$ cat config.mk
export PLATFORM = sky130hd
export DESIGN_NAME = deser400_tp_capture_flat
export DESIGN_NICKNAME = d
export VERILOG_FILES = /design/src/rtl/deser400_tp_capture_if.sv /design/src/rtl/deser400_tp_capture.sv /design/src/flat_wrapper.sv
export SDC_FILE = /design/constraint.sdc
export NUM_CORES = 1
export LEC_CHECK = 0
export CORE_MARGIN = 1
export CORE_UTILIZATION = 55
export CTS_CLUSTER_SIZE = 14
export DETAILED_ROUTE_END_ITERATION = 16
export HOLD_SLACK_MARGIN = 0.08
export PLACE_DENSITY = 0.75
export SYNTH_ARGS = -nofsm -noshare
export SYNTH_HDL_FRONTEND = slang
export SYNTH_SLANG_ARGS = --single-unit
$ cat constraint.sdc
create_clock -name clk -period 2.07 [get_ports clk]
set_input_delay 0.414 -clock clk [delete_from_list [all_inputs] [get_ports clk]]
set_output_delay 0.414 -clock clk [all_outputs]
set_load 0.02 [all_outputs]
$ cat src/rtl/deser400_tp_capture_if.sv
// Bundles the test-point capture signals: trace inputs, capture control,
// buffer read port, status and edge counters.
interface deser400_tp_capture_if #(
  parameter int ADDR_W = 8,
  parameter int CNT_W  = 16
);
  logic              tpa;
  logic              tpb;
  logic              arm;
  logic [1:0]        trig_mode;
  logic [ADDR_W-1:0] post_cnt;
  logic [ADDR_W-1:0] rd_addr;
  logic [1:0]        rd_data;
  logic              busy;
  logic              done;
  logic              wrapped;
  logic [ADDR_W-1:0] trig_pos;
  logic              cnt_clr;
  logic [CNT_W-1:0]  cnt_a;
  logic [CNT_W-1:0]  cnt_b;

  modport master (
    output tpa, tpb, arm, trig_mode, post_cnt, rd_addr, cnt_clr,
    input  rd_data, busy, done, wrapped, trig_pos, cnt_a, cnt_b
  );

  modport slave (
    input  tpa, tpb, arm, trig_mode, post_cnt, rd_addr, cnt_clr,
    output rd_data, busy, done, wrapped, trig_pos, cnt_a, cnt_b
  );
endinterface

$ cat src/rtl/deser400_tp_capture.sv
// Circular trace buffer of {tpb,tpa} captured around a selectable trigger,
// plus saturating rising-edge counters for both test points.
module deser400_tp_capture #(
  parameter int ADDR_W = 8,
  parameter int CNT_W  = 16
) (
  input  logic                 clk,
  input  logic                 reset,
  deser400_tp_capture_if.slave bus
);

  typedef enum logic [1:0] {IDLE, WAIT_TRIG, POST, DONE} state_t;

  localparam int DEPTH = 2 ** ADDR_W;

  function automatic logic [CNT_W-1:0] sat_inc(input logic [CNT_W-1:0] c,
                                               input logic inc);
    return (inc && !(&c)) ? c + 1'b1 : c;
  endfunction

  state_t            state_q;
  logic [ADDR_W-1:0] wr_ptr_q;
  logic [ADDR_W-1:0] remaining_q;
  logic [ADDR_W-1:0] trig_pos_q;
  logic              busy_q, done_q, wrapped_q;
  logic              tpa_dly_q, tpb_dly_q;
  logic [1:0]        rd_data_q;
  logic [CNT_W-1:0]  cnt_a_q, cnt_b_q;
  logic [1:0]        mem [DEPTH];

  logic rise_a, fall_a, rise_b, trg, we;

  assign rise_a = bus.tpa & ~tpa_dly_q;
  assign fall_a = ~bus.tpa & tpa_dly_q;
  assign rise_b = bus.tpb & ~tpb_dly_q;

  always_comb begin
    trg = 1'b0;
    case (bus.trig_mode)
      2'd0:    trg = rise_a;
      2'd1:    trg = fall_a;
      2'd2:    trg = rise_b;
      default: trg = 1'b1;
    endcase
  end

  // An arm pulse restarts the capture, so the arm-cycle sample is never stored.
  assign we = ((state_q == WAIT_TRIG) || (state_q == POST)) && !bus.arm;

  always_ff @(posedge clk or posedge reset) begin
    if (reset) begin
      state_q     <= IDLE;
      wr_ptr_q    <= '0;
      remaining_q <= '0;
      trig_pos_q  <= '0;
      busy_q      <= 1'b0;
      done_q      <= 1'b0;
      wrapped_q   <= 1'b0;
    end else if (bus.arm) begin
      state_q   <= WAIT_TRIG;
      wr_ptr_q  <= '0;
      busy_q    <= 1'b1;
      done_q    <= 1'b0;
      wrapped_q <= 1'b0;
    end else begin
      case (state_q)
        WAIT_TRIG: begin
          wr_ptr_q <= wr_ptr_q + 1'b1;
          if (&wr_ptr_q) wrapped_q <= 1'b1;
          if (trg) begin
            trig_pos_q  <= wr_ptr_q;
            remaining_q <= bus.post_cnt;
            if (bus.post_cnt == '0) begin
              state_q <= DONE;
              busy_q  <= 1'b0;
              done_q  <= 1'b1;
            end else begin
              state_q <= POST;
            end
          end
        end
        POST: begin
          wr_ptr_q    <= wr_ptr_q + 1'b1;
          remaining_q <= remaining_q - 1'b1;
          if (remaining_q == ADDR_W'(1)) begin
            state_q <= DONE;
            busy_q  <= 1'b0;
            done_q  <= 1'b1;
          end
        end
        default: ;
      endcase
    end
  end

  // Buffer RAM: write port from the capture FSM, registered read port.
  always_ff @(posedge clk) begin
    if (we) mem[wr_ptr_q] <= {bus.tpb, bus.tpa};
  end

  always_ff @(posedge clk or posedge reset) begin
    if (reset) rd_data_q <= '0;
    else       rd_data_q <= mem[bus.rd_addr];
  end

  always_ff @(posedge clk or posedge reset) begin
    if (reset) begin
      tpa_dly_q <= 1'b0;
      tpb_dly_q <= 1'b0;
      cnt_a_q   <= '0;
      cnt_b_q   <= '0;
    end else begin
      tpa_dly_q <= bus.tpa;
      tpb_dly_q <= bus.tpb;
      if (bus.cnt_clr) begin
        cnt_a_q <= '0;
        cnt_b_q <= '0;
      end else begin
        cnt_a_q <= sat_inc(cnt_a_q, rise_a);
        cnt_b_q <= sat_inc(cnt_b_q, rise_b);
      end
    end
  end

  assign bus.rd_data  = rd_data_q;
  assign bus.busy     = busy_q;
  assign bus.done     = done_q;
  assign bus.wrapped  = wrapped_q;
  assign bus.trig_pos = trig_pos_q;
  assign bus.cnt_a    = cnt_a_q;
  assign bus.cnt_b    = cnt_b_q;

endmodule

$ cat src/flat_wrapper.sv
// flat-port wrapper written by rule: the top's interface ports become plain ports
module deser400_tp_capture_flat 
#(
  parameter int ADDR_W = 8,
  parameter int CNT_W  = 16
)
  (clk, reset, bus_tpa, bus_tpb, bus_arm, bus_trig_mode, bus_post_cnt, bus_rd_addr, bus_cnt_clr, bus_rd_data, bus_busy, bus_done, bus_wrapped, bus_trig_pos, bus_cnt_a, bus_cnt_b);
  deser400_tp_capture_if #(.ADDR_W(ADDR_W), .CNT_W(CNT_W)) bus_i ();
  input  logic clk;
  input  logic reset;
  input wire logic [$bits(bus_i.tpa)-1:0] bus_tpa;
  input wire logic [$bits(bus_i.tpb)-1:0] bus_tpb;
  input wire logic [$bits(bus_i.arm)-1:0] bus_arm;
  input wire logic [$bits(bus_i.trig_mode)-1:0] bus_trig_mode;
  input wire logic [$bits(bus_i.post_cnt)-1:0] bus_post_cnt;
  input wire logic [$bits(bus_i.rd_addr)-1:0] bus_rd_addr;
  input wire logic [$bits(bus_i.cnt_clr)-1:0] bus_cnt_clr;
  output wire logic [$bits(bus_i.rd_data)-1:0] bus_rd_data;
  output wire logic [$bits(bus_i.busy)-1:0] bus_busy;
  output wire logic [$bits(bus_i.done)-1:0] bus_done;
  output wire logic [$bits(bus_i.wrapped)-1:0] bus_wrapped;
  output wire logic [$bits(bus_i.trig_pos)-1:0] bus_trig_pos;
  output wire logic [$bits(bus_i.cnt_a)-1:0] bus_cnt_a;
  output wire logic [$bits(bus_i.cnt_b)-1:0] bus_cnt_b;
  assign bus_i.tpa = bus_tpa;
  assign bus_i.tpb = bus_tpb;
  assign bus_i.arm = bus_arm;
  assign bus_i.trig_mode = bus_trig_mode;
  assign bus_i.post_cnt = bus_post_cnt;
  assign bus_i.rd_addr = bus_rd_addr;
  assign bus_i.cnt_clr = bus_cnt_clr;
  assign bus_rd_data = bus_i.rd_data;
  assign bus_busy = bus_i.busy;
  assign bus_done = bus_i.done;
  assign bus_wrapped = bus_i.wrapped;
  assign bus_trig_pos = bus_i.trig_pos;
  assign bus_cnt_a = bus_i.cnt_a;
  assign bus_cnt_b = bus_i.cnt_b;
  deser400_tp_capture #(.ADDR_W(ADDR_W), .CNT_W(CNT_W)) u_core (.clk(clk), .reset(reset), .bus(bus_i));
endmodule
# Word level (Yosys, flattened, before mapping)
# Memories as Yosys holds them, arrays and structs flattened. A register that Yosys moved wholly into a read port is not among the register bits.
# Cells that the tools add are included.
# Widths: inputs -> output; s select.
# totals
output_inout_bits	45
ramBits	512
ff_bits	63
memories	1
inputBits	24
word_cells	86
# mem_list
memory	depth	word_bits	rd	rd_clocked_by_memory_dff	write_ports	line_no	source
u_core.mem	256	2	1	1	1	deser400_tp_capture.sv:29	logic [1:0] mem [DEPTH];
# classes
add_sub_neg	4
n_bitwise	7
reduce_logical	25
muxes	29
eq_ne	9
# ops
op	n
$mux 16	4
$add 16x1->16 const B	2
$reduce_and 16->1	2
$mux 8	3
$pmux 8 s2	1
$mux 1	14
$reduce_bool 2->1	6
$reduce_and 3->1	3
$add 8x1->8 const B	1
$eq 8x1->1 const B	1
$logic_not 8->1	1
$reduce_and 8->1	1
$sub 8x1->8 const B	1
$mux 2	3
$ne 3x3->1 const B	2
$eq 2x1->1 const B	2
$eq 2x2->1 const B	2
$not 1->1	4
$pmux 1 s2	2
$pmux 2 s2	1
$reduce_and 4->1	1
$and 1x1->1	3
$logic_and 1x1->1	3
$logic_not 1->1	3
8 further kinds	8

# Longest topological paths before layout
# Gate-level depths: netlist of the first run.
# logic_depth
word_depth	6
mapped_depth	12
depth_no_buf	7

# Worst setup path before layout of the first run
# Ideal clock, no wire load.
# synth_timing
path_type	flip-flop to flip-flop
startpoint	register u_core.wr_ptr_q[0]
endpoint	memory u_core.mem[112][0], enable pin
setup_ns	0.310
synth_period_minus_slack_ns	2.246
required_time_ns	1.760
n_path_buf	1
stages_incl_launch_ff	7
arrival_ns	1.936
path_slack_ns	-0.176
cell_sequence	dfrtp_1 > inv_1 > ha_1 > or3b_2 > or3_1 > clkbuf_1 > nor2_1
# synth_lines
item	line_no	source
from (decl)	deser400_tp_capture.sv:22	logic [ADDR_W-1:0] wr_ptr_q;
from (signal assigned)	deser400_tp_capture.sv:68	wr_ptr_q <= wr_ptr_q + 1'b1;
from (signal assigned)	deser400_tp_capture.sv:83	wr_ptr_q <= wr_ptr_q + 1'b1;
to (decl)	deser400_tp_capture.sv:29	
# No word-level cell before the write port.

==> results of run 1 <==
==> registers in the layout (all words and copies together), names as in the netlist <==
register	cells
u_core.tpa_dly_q	1
u_core.bus.cnt_a	16
u_core.state_q	2
u_core.mem	512
u_core.bus.trig_pos	8
u_core.bus.rd_data	2
u_core.bus.cnt_b	16
u_core.remaining_q	8
u_core.bus.busy	1
u_core.bus.done	1
u_core.tpb_dly_q	1
u_core.bus.wrapped	1
u_core.wr_ptr_q	8
==> final cells by class <==
| cell class | count | area [sq um] |
|---|---|---|
| Tap cell | 592 | 740.7 |
| Fill cell | 2989 | 14870 |
| Inverter | 20 | 75.07 |
| Multi-Input combinational cell | 927 | 7279 |
| Clock inverter | 35 | 370.4 |
| Sequential cell | 577 | 17000 |
| Antenna cell | 1 | 2.502 |
| Clock buffer | 71 | 1560 |
| Timing Repair Buffer | 246 | 2325 |
==> worst max path at each step <==
| stage | start | depth (start not counted) | slack (ps) | endpoint |
|---|---|---|---|---|
| 6_report | u_core.mem[136][1] | 6 | -110 | u_core.bus.rd_data[1] |
| 3_3_place_gp | bus_rd_addr[2] | 8 | -590 | u_core.bus.rd_data[0] |
| 3_5_place_dp | bus_rd_addr[2] | 8 | -630 | u_core.bus.rd_data[0] |
| 5_1_grt | u_core.mem[139][1] | 6 | -210 | u_core.bus.rd_data[1] |
| 2_1_floorplan | bus_rd_addr[1] | 10 | -70 | u_core.bus.rd_data[0] |
| 4_1_cts | u_core.mem[206][1] | 5 | -80 | u_core.bus.rd_data[1] |
==> timing repair <==
| item | in CTS | in global routing |
|---|---|---|
| gates cloned | 0 | 0 |
| buffers inserted | 0 | 1 |
| hold buffers | 2 | 0 |
| endpoints found under the setup margin | 46 | 353 |
| pin swaps | 1 | 7 |
| gates resized for setup | 41 | 91 |
| hold endpoints to repair | 7 | 0 |
==> stage by stage <==
step	setup WS (ps)	power, mW	hold slack (ps)	area (sq um)	TNS [ps]
2_1_floorplan	-69.87	14.45	445.4	24790	-220.8
3_3_place_gp	-590.5	15.43	465.0	27100	-18090
3_5_place_dp	-626.8	15.47	469.1	27100	-37020
6_report	-105.6	25.93	196.7	29350	-105.6
5_1_grt	-212.4	26.67	235.2	29350	-262.3
4_1_cts	-82.23	25.97	187.8	29060	-82.23
==> routing by layer <==
| layer | track usage (%) | part of all wire, % | vias up |
|---|---|---|---|
| met3 | 4.965 | 7.8 | 130 |
| met1 | 36.11 | 41 | 7653 |
| li1 | - | - | 6663 |
| met4 | 8.941 | 2.9 | 0 |
| met5 | 0 | 0 | - |
| met2 | 42.64 | 48 | 713 |
==> cells in the final DEF, fill, tap and decap left out, types with 5 or more instances in the layout <==
cell                                n
sky130_fd_sc_hd__a21oi_1           36
sky130_fd_sc_hd__and3_1             8
sky130_fd_sc_hd__o31ai_1            5
sky130_fd_sc_hd__nor2_1           244
sky130_fd_sc_hd__clkbuf_1           7
sky130_fd_sc_hd__clkbuf_8           6
sky130_fd_sc_hd__nor2b_1           14
sky130_fd_sc_hd__nand4_1           10
sky130_fd_sc_hd__o21ai_0           26
sky130_fd_sc_hd__clkdlybuf4s50_1   28
sky130_fd_sc_hd__o22ai_1           41
sky130_fd_sc_hd__inv_1             14
sky130_fd_sc_hd__buf_4            149
sky130_fd_sc_hd__clkinv_2           9
sky130_fd_sc_hd__nor3_1             6
sky130_fd_sc_hd__dlymetal6s2s_1     7
sky130_fd_sc_hd__xor2_1             9
sky130_fd_sc_hd__mux4_2            68
sky130_fd_sc_hd__ha_1               8
sky130_fd_sc_hd__nand2b_1          10
sky130_fd_sc_hd__a2111oi_2          6
sky130_fd_sc_hd__nand3_1           42
sky130_fd_sc_hd__or3_1             18
sky130_fd_sc_hd__edfxtp_1         512
sky130_fd_sc_hd__bufinv_16          7
sky130_fd_sc_hd__nor2_2            56
sky130_fd_sc_hd__nor4_1            15
sky130_fd_sc_hd__mux2i_1          117
sky130_fd_sc_hd__buf_6              6
sky130_fd_sc_hd__dlygate4sd2_1     28
sky130_fd_sc_hd__o221ai_1           6
sky130_fd_sc_hd__mux4_1            10
sky130_fd_sc_hd__nand2_1           56
sky130_fd_sc_hd__a22oi_1            5
sky130_fd_sc_hd__mux2_2            20
sky130_fd_sc_hd__clkbuf_16         58
sky130_fd_sc_hd__buf_12            22
sky130_fd_sc_hd__dfrtp_1           65
sky130_fd_sc_hd__xnor2_1           12
sky130_fd_sc_hd__clkinv_1          13
==> logic make-up after synthesis <==
| group | count (synthesis) |
|---|---|
| compound gates | 163 |
| mux | 217 |
| fa+ha+maj | 10 |
| xor+xnor | 21 |
| flops | 577 |
| buf+inv | 125 |
| simple gates | 516 |
==> power by group through the flow <==
stage / registers [mW] / logic, mW / clock network (mW)
CTS: 13.0 / 2.29 / 10.7
floorplan: 13.2 / 1.20 / 0
detailed placement: 13.2 / 2.25 / 0
global placement: 13.2 / 2.22 / 0
finish: 13.0 / 2.36 / 10.6
global route: 13.0 / 2.52 / 11.2
==> critical path, stage by stage, from the launching register on <==
cell and delay, ps:
sky130_fd_sc_hd__edfxtp_1 370, sky130_fd_sc_hd__mux4_2 490, sky130_fd_sc_hd__mux2_2 310, sky130_fd_sc_hd__a2111oi_2 400, sky130_fd_sc_hd__or3_1 200, sky130_fd_sc_hd__o31a_1 180, sky130_fd_sc_hd__a311oi_2 100
==> impl.org, run 1 <==
** Place
- Cell count after placement :: roughly 2400
- Buffers on Ports :: a little under 70
- At the end of routability-driven placement, the weighted congestion stood at 0.9272.
- HPWL after DPL :: 37.66 mm

** Critical path
- Critical path type :: flop to flop
- Along the worst path, the maximum fanout reaches 1.
- For the worst setup path, the data required time is between 2000 and 3000 ps.
- Arrival time of data at the critical path endpoint :: 2640 ps
- Crit. End Element :: flop
- In this run the critical register-to-register path is launched from u_core.mem[136][1].
- Number of cells traversed by the worst register-to-register path :: 6
- Worst R2R Setup Slack :: -110 ps
- Critical register-to-register path endpoint :: u_core.bus.rd_data[1]
- The worst setup path is launched from a flop.

** Floorplanning
- Chip Height :: 213.8 microns
- Number of placed I/O pins :: 69
- Initial Util :: 55.78%
- Die width :: 213.8 microns
- Placeable Area :: 0.04422 sq mm
- Die Outline Area :: 0.04570 sq mm
- Row Count :: 77

** Detailed routing
- Ratio of routed vias to standard cells :: 6.140
- After detailed routing, the number of remaining DRC violations is 0.
- After detailed routing, the total wire length is 59.26 mm.
- The first routing iteration left about 1600 violations.
- Detailed-routing iteration count for the pre-antenna-repair pass :: 8
- Wire length per cell :: 24.00 microns
- The detailed router placed 15159 vias in this run.
- Residual antenna-violating net count after detailed routing :: 0

** Synthesis
- Yosys instantiated no cell more often than sky130_fd_sc_hd__edfxtp_1.
- Number of warnings reported in the yosys synthesis log :: 0
- Dividing the synthesized area by the synthesized cell count gives between 15 and 20 sq um.
- Synthesis handed over a netlist of roughly 1600 instances.
- The synthesized design contains 512 enable-type register cells.
- Yosys mapped the design onto 62 distinct sky130hd cell types.
- Post-synthesis instance area :: 0.02466 sq mm
- Counting instances in the post-synthesis netlist gives the leading cell types as 512 x sky130_fd_sc_hd__edfxtp_1, 302 x sky130_fd_sc_hd__nor2_1, 117 x sky130_fd_sc_hd__mux2i_1, 65 x sky130_fd_sc_hd__dfrtp_1, 64 x sky130_fd_sc_hd__mux4_2.
- For this run, the leading register cell type out of synthesis is sky130_fd_sc_hd__edfxtp_1.
- By area the synthesized netlist is led by sky130_fd_sc_hd__edfxtp_1 62%, sky130_fd_sc_hd__dfrtp_1 6.6%, sky130_fd_sc_hd__mux4_2 5.8%, sky130_fd_sc_hd__mux2i_1 4.7%, sky130_fd_sc_hd__nor2_1 4.6%.
- Largest area contributor in the synthesized netlist :: sky130_fd_sc_hd__edfxtp_1
- Largest family of logic cells by synthesized area :: multiplexers
- Number of synthesized register bits :: 577
- Of the total synthesized cell area, the portion taken by AND, OR, NAND and NOR gates is around a tenth.
- Of the total synthesized cell area, the portion taken by XOR and XNOR cells is less than 1%.
- Of the total synthesized cell area, the portion taken by full adders, half adders and majority gates is 0.5073%.
- The top cell type by area accounts for 62.33% of the synthesized area.
- Fraction of the mapped netlist area in compound gates :: approximately 4.3%
- Sequential cells were found to cover 68.93% of the synthesized design area.
- Share of flip-flops with an asynchronous set or reset after synthesis :: 11.27%
- Portion of netlist area occupied by mux cells :: 13.09%
- The number of nets handed over by synthesis was 1663.

** Worst hold path
- The path class of the tightest hold or removal check is primary input to asynchronous set/reset pin.

** Outcome
- Outcome :: complete, but fails checks
- Violated checks :: negative setup slack

** Timing
- For the pin with the worst max-slew slack, the measured transition is 1117 ps.
- Unrepaired setup endpoints after global routing :: yes
- The number of pins exceeding their max-slew limit in the final report came to 0.
- Post-route worst setup slack :: -105.6 ps
- The count of endpoints failing hold in the final timing report was 0.
- In this run the tightest slew margin relative to its limit is 25.54%.
- Setup violations remaining at the end of the flow were counted as 1.
- Dividing the final minimum period by the clock period gives 105.1%.
- Shortest period the worst path allows :: 2176 ps
- On the final layout, the worst clock skew is 23.11 ps.
- Derived from the worst setup path, the maximum achievable clock frequency is 459.6 MHz.

** GRT
- Entering global routing, the biggest net connects 257 pins.
- Antenna violations before repair :: 2
- Wire length of the first global-routing pass :: 88.71 mm
- Global routing consumed, over all layers together, 26.34% of the routing resources.
- Summed over all layers, the global routing overflow is 0.
- Number of global-route vias before repair :: about 15000

** Clocking
- In this run the clock root is driven by a sky130_fd_sc_hd__clkbuf_16.
- The H-tree was split into 2 levels.
- Sink Count :: 577
- Clock tree buffer depth :: 3
- CTS tree :: done
- Latest clock arrival within the worst-skew pair :: between 600 and 700 ps
- Clock-pin slew was measured on the worst setup and hold paths at 60 ps.
- Counting the buffers created by CTS gives a little under 60.

** Power
- Dividing total power by cell area gives a power density of 883.2 mW/mm^2.
- Proportion of power drawn by combinational gates :: a little under a tenth
- Internal power consumption :: 20.06 mW
- The clock network burns 40.8% of the power.
- Of the total power, the share spent switching nets is 22.62%.
- Net switching power :: between 5 and 6 mW
- Fraction of power consumed by sequential logic :: approximately 50%
- Largest voltage drop on the vdd net :: 852.3 uV
- Leakage Power :: 10.18 nW

** Finish
- Area added between synthesis and finish :: 19.01%
- Net count reported at finish :: 1864
- Fraction of layout instances using a drive strength above 1 :: about a quarter
- Fraction of the core area covered by cells at the end of the flow :: 66.38%
- Once layout is complete, the cells apart from fillers number ~2500.

** Job
- Across the run, the number of max-cap violations was 0.
Note: power is estimated with default switching activity, not from simulation.
==> inputs of run 2 (changes only) <==
Clock period 2.07 ns to 1.8 ns, I/O delays scaled along.
==> impl.org, run 2 (same netlist as run 1, synthesis figures left out) <==
** Timing
- Dividing the final minimum period by the clock period gives 121.9%.
- Slew Limit Fails :: 0 (unchanged)
- Count of endpoints failing setup in the final report :: 503 (was 1)
- Measured slew at the worst slew-check pin :: 842.2 ps (was 1117 ps)
- Unrepaired setup endpoints after global routing: yes (unchanged).
- Shortest period the worst path allows :: 2194 ps
- Based on the critical path, the design can be clocked at up to 455.8 MHz.
- Setup total negative slack :: -50680 ps (was -105.6 ps)
- The least setup slack across all paths after layout came to -394.1 ps (was -105.6 ps).
- Post-route clock skew :: 34.67 ps (was 23.11 ps)
- Worst-case headroom to the max-slew limit :: 43.85% (was 25.54%)
- Final Hold Vio Count :: 0 (unchanged)

** Floorplanning
- The number of primary I/O pins came to 69 (unchanged).
- Die Outline Area :: 0.04570 sq mm (unchanged)
- The die extent in y came to 213.8 microns (unchanged).
- The area of the core is 0.04422 sq mm (unchanged).
- The effective utilization at floorplan is 55.78% (unchanged).
- The cell row count was 77 (unchanged).
- Die width :: 213.8 microns (unchanged)

** Place
- Final weighted congestion in routability-driven placement :: 0.9532 (was 0.9272)
- Placed Instance Area :: 0.02800 sq mm (was 0.02710 sq mm)
- HPWL after DPL :: 40.55 mm (was 37.66 mm)
- Buffers on Ports :: 68 (unchanged)

** Clocking
- Clock transition at path regs :: 70 ps (was 60 ps)
- The library cell used as clock root buffer is sky130_fd_sc_hd__clkbuf_16 (unchanged).
- Number of buffers inserted during clock tree synthesis :: 56 (was 58)
- CTS H-tree depth :: 2 (unchanged)
- The maximum clock insertion buffer count was 3 (unchanged).
- The clock tree from TritonCTS is done (unchanged).
- Latest clock arrival within the worst-skew pair :: 630 ps (was 610 ps)
- Sink Count :: 577 (unchanged)

** Detailed routing
- The aggregate routed wire length is 74.27 mm (was 59.26 mm).
- The number of vias per cell came to 6.520 (was 6.140).
- The number of DRC markers after the initial detailed-route iteration is 2138 (was 1608).
- The mean routed wirelength per cell was 28.80 microns (was 24.00 microns).
- The total via count after detailed routing is 16815 (was 15159).
- The number of detailed-routing iterations run before antenna repair was 6 (was 8).
- Residual antenna-violating net count after detailed routing :: 0 (unchanged)
- Residual DRC :: 0 (unchanged)

** Power
- Internal power consumption :: 23.61 mW (was 20.06 mW)
- The share of total power in combinational logic came to 12.9% (was 9.1%).
- Clock power share :: 39.3% (was 40.8%)
- Leakage Power :: 10.94 nW (was 10.18 nW)
- The total net switching power came to 7.560 mW (was 5.865 mW).
- The net switching fraction of the power was 24.25% (was 22.62%).
- Largest voltage drop on the vdd net :: 1048 uV (was 852.3 uV)
- The areal power density over the cells came to 947.3 mW/mm^2 (was 883.2 mW/mm^2).
- Fraction of power consumed by sequential logic :: 47.8% (was 50.1%)

** Worst hold path
- The worst hold path passes through 2 cells.
- Class of the most critical hold timing path :: primary input to flop (was primary input to asynchronous set/reset pin)

** Finish
- Cell area after layout :: 0.03291 sq mm (was 0.02935 sq mm)
- The register bank with the most flops is u_core.mem (unchanged).
- Commonest non-fill, non-tap cell in the layout :: sky130_fd_sc_hd__edfxtp_1 (unchanged)
- The signed area change from the synthesized netlist to the final layout is 33.41% (was 19.01%).
- The net total in the final layout was 1976 (was 1864).
- The number of flip-flops in the largest register is 512 (unchanged).
- The count of antenna diodes in the layout is 0 (was 1).
- Fraction of layout instances using a drive strength above 1 :: 43.18% (was 24.68%)
- Commonest cells after routing, fill and taps aside: 512 x sky130_fd_sc_hd__edfxtp_1, 242 x sky130_fd_sc_hd__nor2_4, 202 x sky130_fd_sc_hd__buf_4, 117 x sky130_fd_sc_hd__mux2i_1, 69 x sky130_fd_sc_hd__mux4_2 (was 512 x sky130_fd_sc_hd__edfxtp_1, 244 x sky130_fd_sc_hd__nor2_1, 149 x sky130_fd_sc_hd__buf_4, 117 x sky130_fd_sc_hd__mux2i_1, 68 x sky130_fd_sc_hd__mux4_2).

** Critical path
- The data arrival time of the critical path was 2680 ps (was 2640 ps).
- The endpoint class of the critical path was a flop (unchanged).
- Number of cells traversed by the worst register-to-register path :: 6 (unchanged)
- The critical path launch point type is a primary input (was flop).
- The worst setup path category was primary input to flop (was flop to flop).
- The highest net fanout along the worst path was 12 (was 1).
- The required time at the worst-slack endpoint is 2290 ps (was 2540 ps).

** GRT
- The global-route wire length before repair is 95.72 mm (was 88.71 mm).
- Total congestion overflow after global routing :: 0 (unchanged)
- The number of antenna violations at the first check in global routing came to 0 (was 2).
- Overall routing resource usage :: 28.83% (was 26.34%)
- Number of global-route vias before repair :: 16079 (was 15217)
- The largest net degree at the start of global routing is 191 (was 257).

** Job
- The number of maximum-capacitance constraint violations came to 0 (unchanged).

** Outcome
- Violated checks: negative setup slack (unchanged).
- Outcome: complete, but fails checks (unchanged).
## run 2: cell types whose count changed in the layout (fill, tap and decap cells not counted), sizes merged, moves of 2 or more
cell | before | now
clkdlybuf4s50 | 28 | 17
or3 | 19 | 22
clkbuf | 71 | 91
clkinvlp | 5 | 1
dlymetal6s2s | 7 | 0
dlygate4sd2 | 28 | 22
buf | 181 | 292
clkinv | 23 | 21
inv | 20 | 17
clkdlybuf4s15 | 0 | 11
## run 2: through the flow
stage               std cells  hold WS [ps]  setup slack [ps]  util (%)  total power [mW]
floorplan                1629         391.4            -285.9         -             16.76
global placement         2419         468.2            -859.2     63.31             18.08
detailed placement       2419         475.0            -929.6     63.31             18.15
CTS                      2547         129.8            -241.2     70.28             30.40
global route             2579         147.9            -470.5     74.41             31.88
finish                   2579         157.1            -394.1     74.41             31.17
## run 2: layout make-up
type	count	area [sq um]
flip-flops and latches	577	17010
clock inverters	26	320.3
well taps	592	740.7
inverters	20	78.83
clock buffers	77	1573
fillers	2370	11310
repair buffers	357	3646
multi-input cells	930	9535
## run 2: timing repair
| item | CTS | global route |
|---|---|---|
| hold buffers | 1 | 0 |
| hold endpoints to repair | 1 | 0 |
| gates cloned | 6 | 7 |
| setup buffers | 18 | 31 |
| gates resized for setup | 372 | 344 |
| setup endpoints to repair | 562 | 549 |
| pin swaps | 56 | 159 |
## run 2: power by group through the flow
stage	Sequential (mW)	Combinational, mW	Clock, mW
CTS	14.9	3.35	12.2
finish	14.9	4.01	12.3
floorplan	15.2	1.52	0
global placement	15.2	2.93	0
global route	14.9	4.16	12.8
detailed placement	15.2	2.99	0
## run 2: metal layers
metal	part of all wire (%)	track usage [%]
met5	0	0
met1	36	38.07
met4	5.3	13.94
met2	48	44.63
met3	11	7.762
## run 2: path summary, 6_finish.rpt
check	from	end	slack, ps
worst max-delay path	bus_rd_addr[1]	u_core.bus.rd_data[1]	-390
worst min-delay path	bus_tpa	u_core.mem[152][0]	160
worst max register to register	u_core.mem[168][1]	u_core.bus.rd_data[1]	-390
worst min register to register	u_core.bus.busy	u_core.bus.busy	490
max in group asynchronous	reset	u_core.bus.cnt_a[4]	1260
min in group asynchronous	reset	u_core.bus.trig_pos[4]	210
## run 2: critical path, cell delays in order
cell and delay [ps]:
sky130_fd_sc_hd__buf_6 190, sky130_fd_sc_hd__buf_4 260, sky130_fd_sc_hd__buf_4 210, sky130_fd_sc_hd__nand3b_1 200
sky130_fd_sc_hd__buf_12 160, sky130_fd_sc_hd__o22ai_1 100, sky130_fd_sc_hd__nor4_1 550, sky130_fd_sc_hd__a32oi_1 240
sky130_fd_sc_hd__a31oi_1 320, sky130_fd_sc_hd__a311oi_1 80
==> inputs of run 3 (changes only) <==
Settings changed: SLEW_MARGIN set to 20.
==> results of run 3 <==
No change in the layout: final DEF, timing and power equal those of run 2.
